## config.mk

```make
export PLATFORM = sky130hd
export DESIGN_NAME = instr_fetch_unit
export DESIGN_NICKNAME = d
export VERILOG_FILES = /design/src/rtl/instr_fetch_unit.sv
export SDC_FILE = /design/constraint.sdc
export NUM_CORES = 1
export LEC_CHECK = 0
export ABC_AREA = 1
export BUFFER_PORTS_ARGS = -buffer_cell sky130_fd_sc_hd__buf_2
export CORE_AREA = 5 5 107 109
export DETAILED_ROUTE_END_ITERATION = 10
export DIE_AREA = 0 0 112 114
export PLACE_DENSITY = 0.84
export RECOVER_POWER = 25
export SLEW_MARGIN = 20
export SYNTH_ARGS = -nofsm -noshare
export SYNTH_HDL_FRONTEND = slang
export SYNTH_SLANG_ARGS = --single-unit
```

## constraint.sdc

```tcl
create_clock -name clk_i -period 1.65 [get_ports clk_i]
set_input_delay 0.33 -clock clk_i [delete_from_list [all_inputs] [get_ports clk_i]]
set_output_delay 0.33 -clock clk_i [all_outputs]
set_load 0.02 [all_outputs]
```

## src/rtl/instr_fetch_unit.sv

```systemverilog
// Instruction fetch unit for the RV32I core.
// Owns the PC, issues one word read at a time to instruction memory, holds the
// returned instruction for decode, and selects the next PC on retirement.
// Optional feature: define IFU_PERF_EN to build the retired/stall counters;
// without it both counter outputs are tied to zero and no counter flops exist.
module instr_fetch_unit #(
   parameter logic [31:0] RESET_PC  = 32'h0000_0000,  // bits [1:0] must be zero
   parameter logic [31:0] NOP_INSTR = 32'h0000_0013   // addi x0,x0,0
) (
   input  logic        clk_i,
   input  logic        rst_ni,
   // Instruction memory
   output logic        imem_req_o,
   output logic [31:0] imem_addr_o,
   input  logic        imem_rvalid_i,
   input  logic [31:0] imem_rdata_i,
   // Decode / datapath
   output logic [31:0] instr_o,
   output logic        instr_valid_o,
   input  logic        instr_ready_i,
   input  logic        br_sel_i,
   input  logic [31:0] alu_data_i,
   output logic [31:0] pc_o,
   output logic [31:0] pc_four_o,
   // Performance counters
   output logic [31:0] retired_o,
   output logic [31:0] stall_o
);

   typedef enum logic [1:0] {
      StRst   = 2'd0,
      StFetch = 2'd1,
      StHold  = 2'd2
   } state_e;

   state_e      state_q, state_d;
   logic [31:0] pc_q, pc_d;
   logic [31:0] instr_q, instr_d;
   logic [31:0] pc_plus4;
   logic [31:0] br_target;
   logic        retire;
   logic        fetch_wait;

   // Target bits [1:0] are dropped on purpose (JALR bit-0 clear, word alignment).
   logic        unused_alu_lsb;
   assign unused_alu_lsb = ^alu_data_i[1:0];

   assign pc_plus4  = pc_q + 32'd4;
   assign br_target = {alu_data_i[31:2], 2'b00};

   // Next-state and datapath decisions; rvalid outside FETCH is ignored.
   always_comb begin
      state_d    = state_q;
      pc_d       = pc_q;
      instr_d    = instr_q;
      retire     = 1'b0;
      fetch_wait = 1'b0;
      unique case (state_q)
         StRst: begin
            state_d = StFetch;
         end
         StFetch: begin
            if (imem_rvalid_i) begin
               instr_d = imem_rdata_i;
               state_d = StHold;
            end else begin
               fetch_wait = 1'b1;
            end
         end
         StHold: begin
            if (instr_ready_i) begin
               retire  = 1'b1;
               pc_d    = br_sel_i ? br_target : pc_plus4;
               instr_d = NOP_INSTR;
               state_d = StFetch;
            end
         end
         default: begin
            state_d = StRst;
         end
      endcase
   end

   // State, PC and held-instruction registers.
   always_ff @(posedge clk_i or negedge rst_ni) begin
      if (!rst_ni) begin
         state_q <= StRst;
         pc_q    <= RESET_PC;
         instr_q <= NOP_INSTR;
      end else begin
         state_q <= state_d;
         pc_q    <= pc_d;
         instr_q <= instr_d;
      end
   end

   // Outputs decode directly from the registered state, so an async reset
   // drops the request without waiting for a clock edge.
   assign imem_req_o    = (state_q == StFetch);
   assign imem_addr_o   = pc_q;
   assign instr_valid_o = (state_q == StHold);
   assign instr_o       = instr_q;
   assign pc_o          = pc_q;
   assign pc_four_o     = pc_plus4;

`ifdef IFU_PERF_EN
   logic [31:0] retired_q;
   logic [31:0] stall_q;

   // Retired-instruction and fetch-wait counters, both wrap modulo 2^32.
   always_ff @(posedge clk_i or negedge rst_ni) begin
      if (!rst_ni) begin
         retired_q <= 32'd0;
         stall_q   <= 32'd0;
      end else begin
         if (retire) begin
            retired_q <= retired_q + 32'd1;
         end
         if (fetch_wait) begin
            stall_q <= stall_q + 32'd1;
         end
      end
   end

   assign retired_o = retired_q;
   assign stall_o   = stall_q;
`else
   logic unused_perf;
   assign unused_perf = retire ^ fetch_wait;

   assign retired_o = 32'd0;
   assign stall_o   = 32'd0;
`endif

endmodule

```

==> out/qor.txt <==
Vias = 4365
Area share of the largest cell type after synthesis = 34.5%
Synth top area cells = dfrtp_1 34%, buf_4 17%, nand2_1 13%, nor2_1 6.0%, a22o_1 5.7%
CTS H-tree lvls = 3
Fin crit period = 2110 ps
DRT Pass-1 Iters = 4
PnR worst setup slack = -459 ps
Post-synthesis register bit count = 64
Core area = 10500 um^2
Final period util = 128%
Die Area = 12800 um^2
I/O pins = 263
Initial drt markers = 220
Worst setup EP type = output port
DR WL/cell = 14.9 um
Failing checks = setup timing
Arrival time at the worst endpoint = 1780 ps
Num Clock Sinks = 64
Hpwl dp = 10400 um
Hold/Removal Path Class = in2reg
CTS Buf Count = 9
Port Buffers = 190
Crit-path max FO = 5
Die height = 114 um
Number of global-route vias before repair = 4223
Crit-path cells = ha_4, nand2_4, nor2_4, nand2_4, nor2_8, nand2_2, nand2_2, nand2_2, buf_6
Share of the yosys chip area belonging to registers = 36.2%
Mapped Cells = 579
Critical Path Source Type = register
Yosys warns = 0
Post-route setup TNS = -9700 ps
Layout cells sized above 1 = 43.5%
CTS tree = done
Final core utilization = 58.1%
Initial Util = 42.2%
Clk Latency, worst-skew pair = 340 ps
Buf/Inv on CP = 1
Initial antenna violation count = 0
Vias per cell = 4.62
Placer's final routability congestion estimate = 0.849
Fin. max-slew vios = 0
CP delay by family, top = simple AND/OR/NAND/NOR gates
RSZ-0062 raised after global routing = yes
Pin count of the biggest net entering global routing = 43
# setup viols final = 28
Max Clock Freq = 0.474 GHz
Synth area leader = dfrtp_1
# nets final = 868
# rows = 38
Pwr/cell area = 1950 nW/um^2
Final wirelength = 14100 um
GRT Total Usage = 20.7%
Synthesis-to-layout area growth = 37.8%
Largest buffer count on any clock path = 2
Max cap viols = 0
Die width = 112 um
Synth cell types = 33
Total grt overflow = 0
# DRC = 0
Clock skew = 8.97 ps
Status = complete, but fails checks
Critical-path top delay cell = dfrtp_2
Post-Synthesis Cell Area = 4430 um^2
WP data required = 1320 ps
Clock Pin Slew Worst Setup and Hold Paths = 90 ps
Worst slack, placed = -134 ps
Global-route wire length before repair = 21400 um
CP max stage delay = 410 ps
Antenna Nets Post-Route = 0
Commonest non-fill, non-tap cell in the layout = buf_2
Most frequent cells in the layout = 163 x buf_2, 130 x nand2_1, 70 x conb_1
Worst slew margin = 66.0%
Cell with the most instances on the worst path = nand2_2
Hold Vio Cnt, Final = 0
Peak VDD IR = 1020 uV
# fillers = 985
Worst Max-Slew Pin Slew = 510 ps
Syn Area/Cell = 7.65 um^2
CTS Root Cell = clkbuf_8
Leakage = 3.45 nW
Overall Power = 11.9 mW
WS Path Type = reg2out
-- area by class of cell --
type | instances | area (um^2) | area share [%]
antenna | 1 | 2.50 | 0.0410
timing repair buffer | 256 | 1610 | 26.4
sequential | 64 | 1610 | 26.4
clock inverter | 7 | 103 | 1.68
multi-input combinational | 424 | 2310 | 37.9
tap | 140 | 175 | 2.87
inverter | 43 | 161 | 2.65
clock buffer | 9 | 124 | 2.03
-- logic make-up after synthesis --
| family | Yosys count | share of synthesized area (%) |
|---|---|---|
| xor+xnor | 7 | 1.38 |
| simple gates | 270 | 27.3 |
| fa+ha+maj | 1 | 0.282 |
| buf+inv | 160 | 22.8 |
| other cells | 1 | 0.0847 |
| compound gates | 76 | 11.9 |
| flops | 64 | 36.2 |
-- worst reg2reg max path, cell delays in order, from the launching register on --
cell	delay, ps
dfrtp_2	450
ha_4	190
nand3_4	100
buf_6	100
nand2_1	40
o21ai_0	70
inv_1	90
buf_4	130
buf_4	120
buf_4	120
buf_4	140
nor2_4	80
o22ai_2	60
-- per-layer routing --
| layer | share of wire, % | global-route usage [%] | vias to the layer above |
|---|---|---|---|
| met3 | 6.4 | 3.55 | 21 |
| met4 | 1.7 | 6.73 | 0 |
| li1 | - | - | 2109 |
| met5 | 0 | 0 | - |
| met1 | 40 | 26.1 | 2064 |
| met2 | 52 | 36.4 | 171 |
-- through the flow --
step / cells / hold slack (ps) / instance area, um^2
CTS: 939 / 157 / 5940
global route: 943 / 162 / 6100
floorplan: 648 / 34.4 / 4750
finish: 944 / 178 / 6100
global placement: 914 / 315 / 5490
detailed placement: 914 / 323 / 5490
-- path summary, 6_finish.rpt --
check	from	to	slack (ps)	depth (start not counted)
max	imem_addr_o[3]	pc_four_o[26]	-460	9
min	imem_rvalid_i	state_q[0]	180	2
min reg2reg	instr_o[7]	instr_o[7]	500	1
min in group asynchronous	rst_ni	instr_o[10]	480	2
max in group asynchronous	rst_ni	instr_o[1]	280	3
max reg2reg	imem_addr_o[2]	imem_addr_o[6]	-160	12
-- report_power, final --
part	internal, mW	switching, mW
Combinational	2.89	4.50
Clock	0.867	0.715
Sequential	2.31	0.596
-- state kept, by name (all words and copies together) (netlist names) --
name and flops:
instr_o 32, state_q 2, imem_addr_o 30
-- repair_timing --
item                                    in CTS  in global routing
endpoints found under the hold margin       16                  0
pin swaps                                   14                 18
endpoints found under the setup margin      28                 33
hold buffers                                 1                  0
gates resized for setup                     51                 44
setup buffers                                8                  4
-- synth_stat cells, drive strengths merged --
cell type / n
a21boi: 3
xor2: 6
xnor2: 1
nand3: 26
and2: 2
nand3b: 1
buf: 113
o22a: 3
a22o: 29
a21oi: 3
o21ai: 31
inv: 43
nand2: 159
conb: 1
dfrtp: 61
o22ai: 5
nor2: 82
ha: 1
o31ai: 2
clkbuf: 4
dfstp: 3
Power figures use the tool's default switching activity.
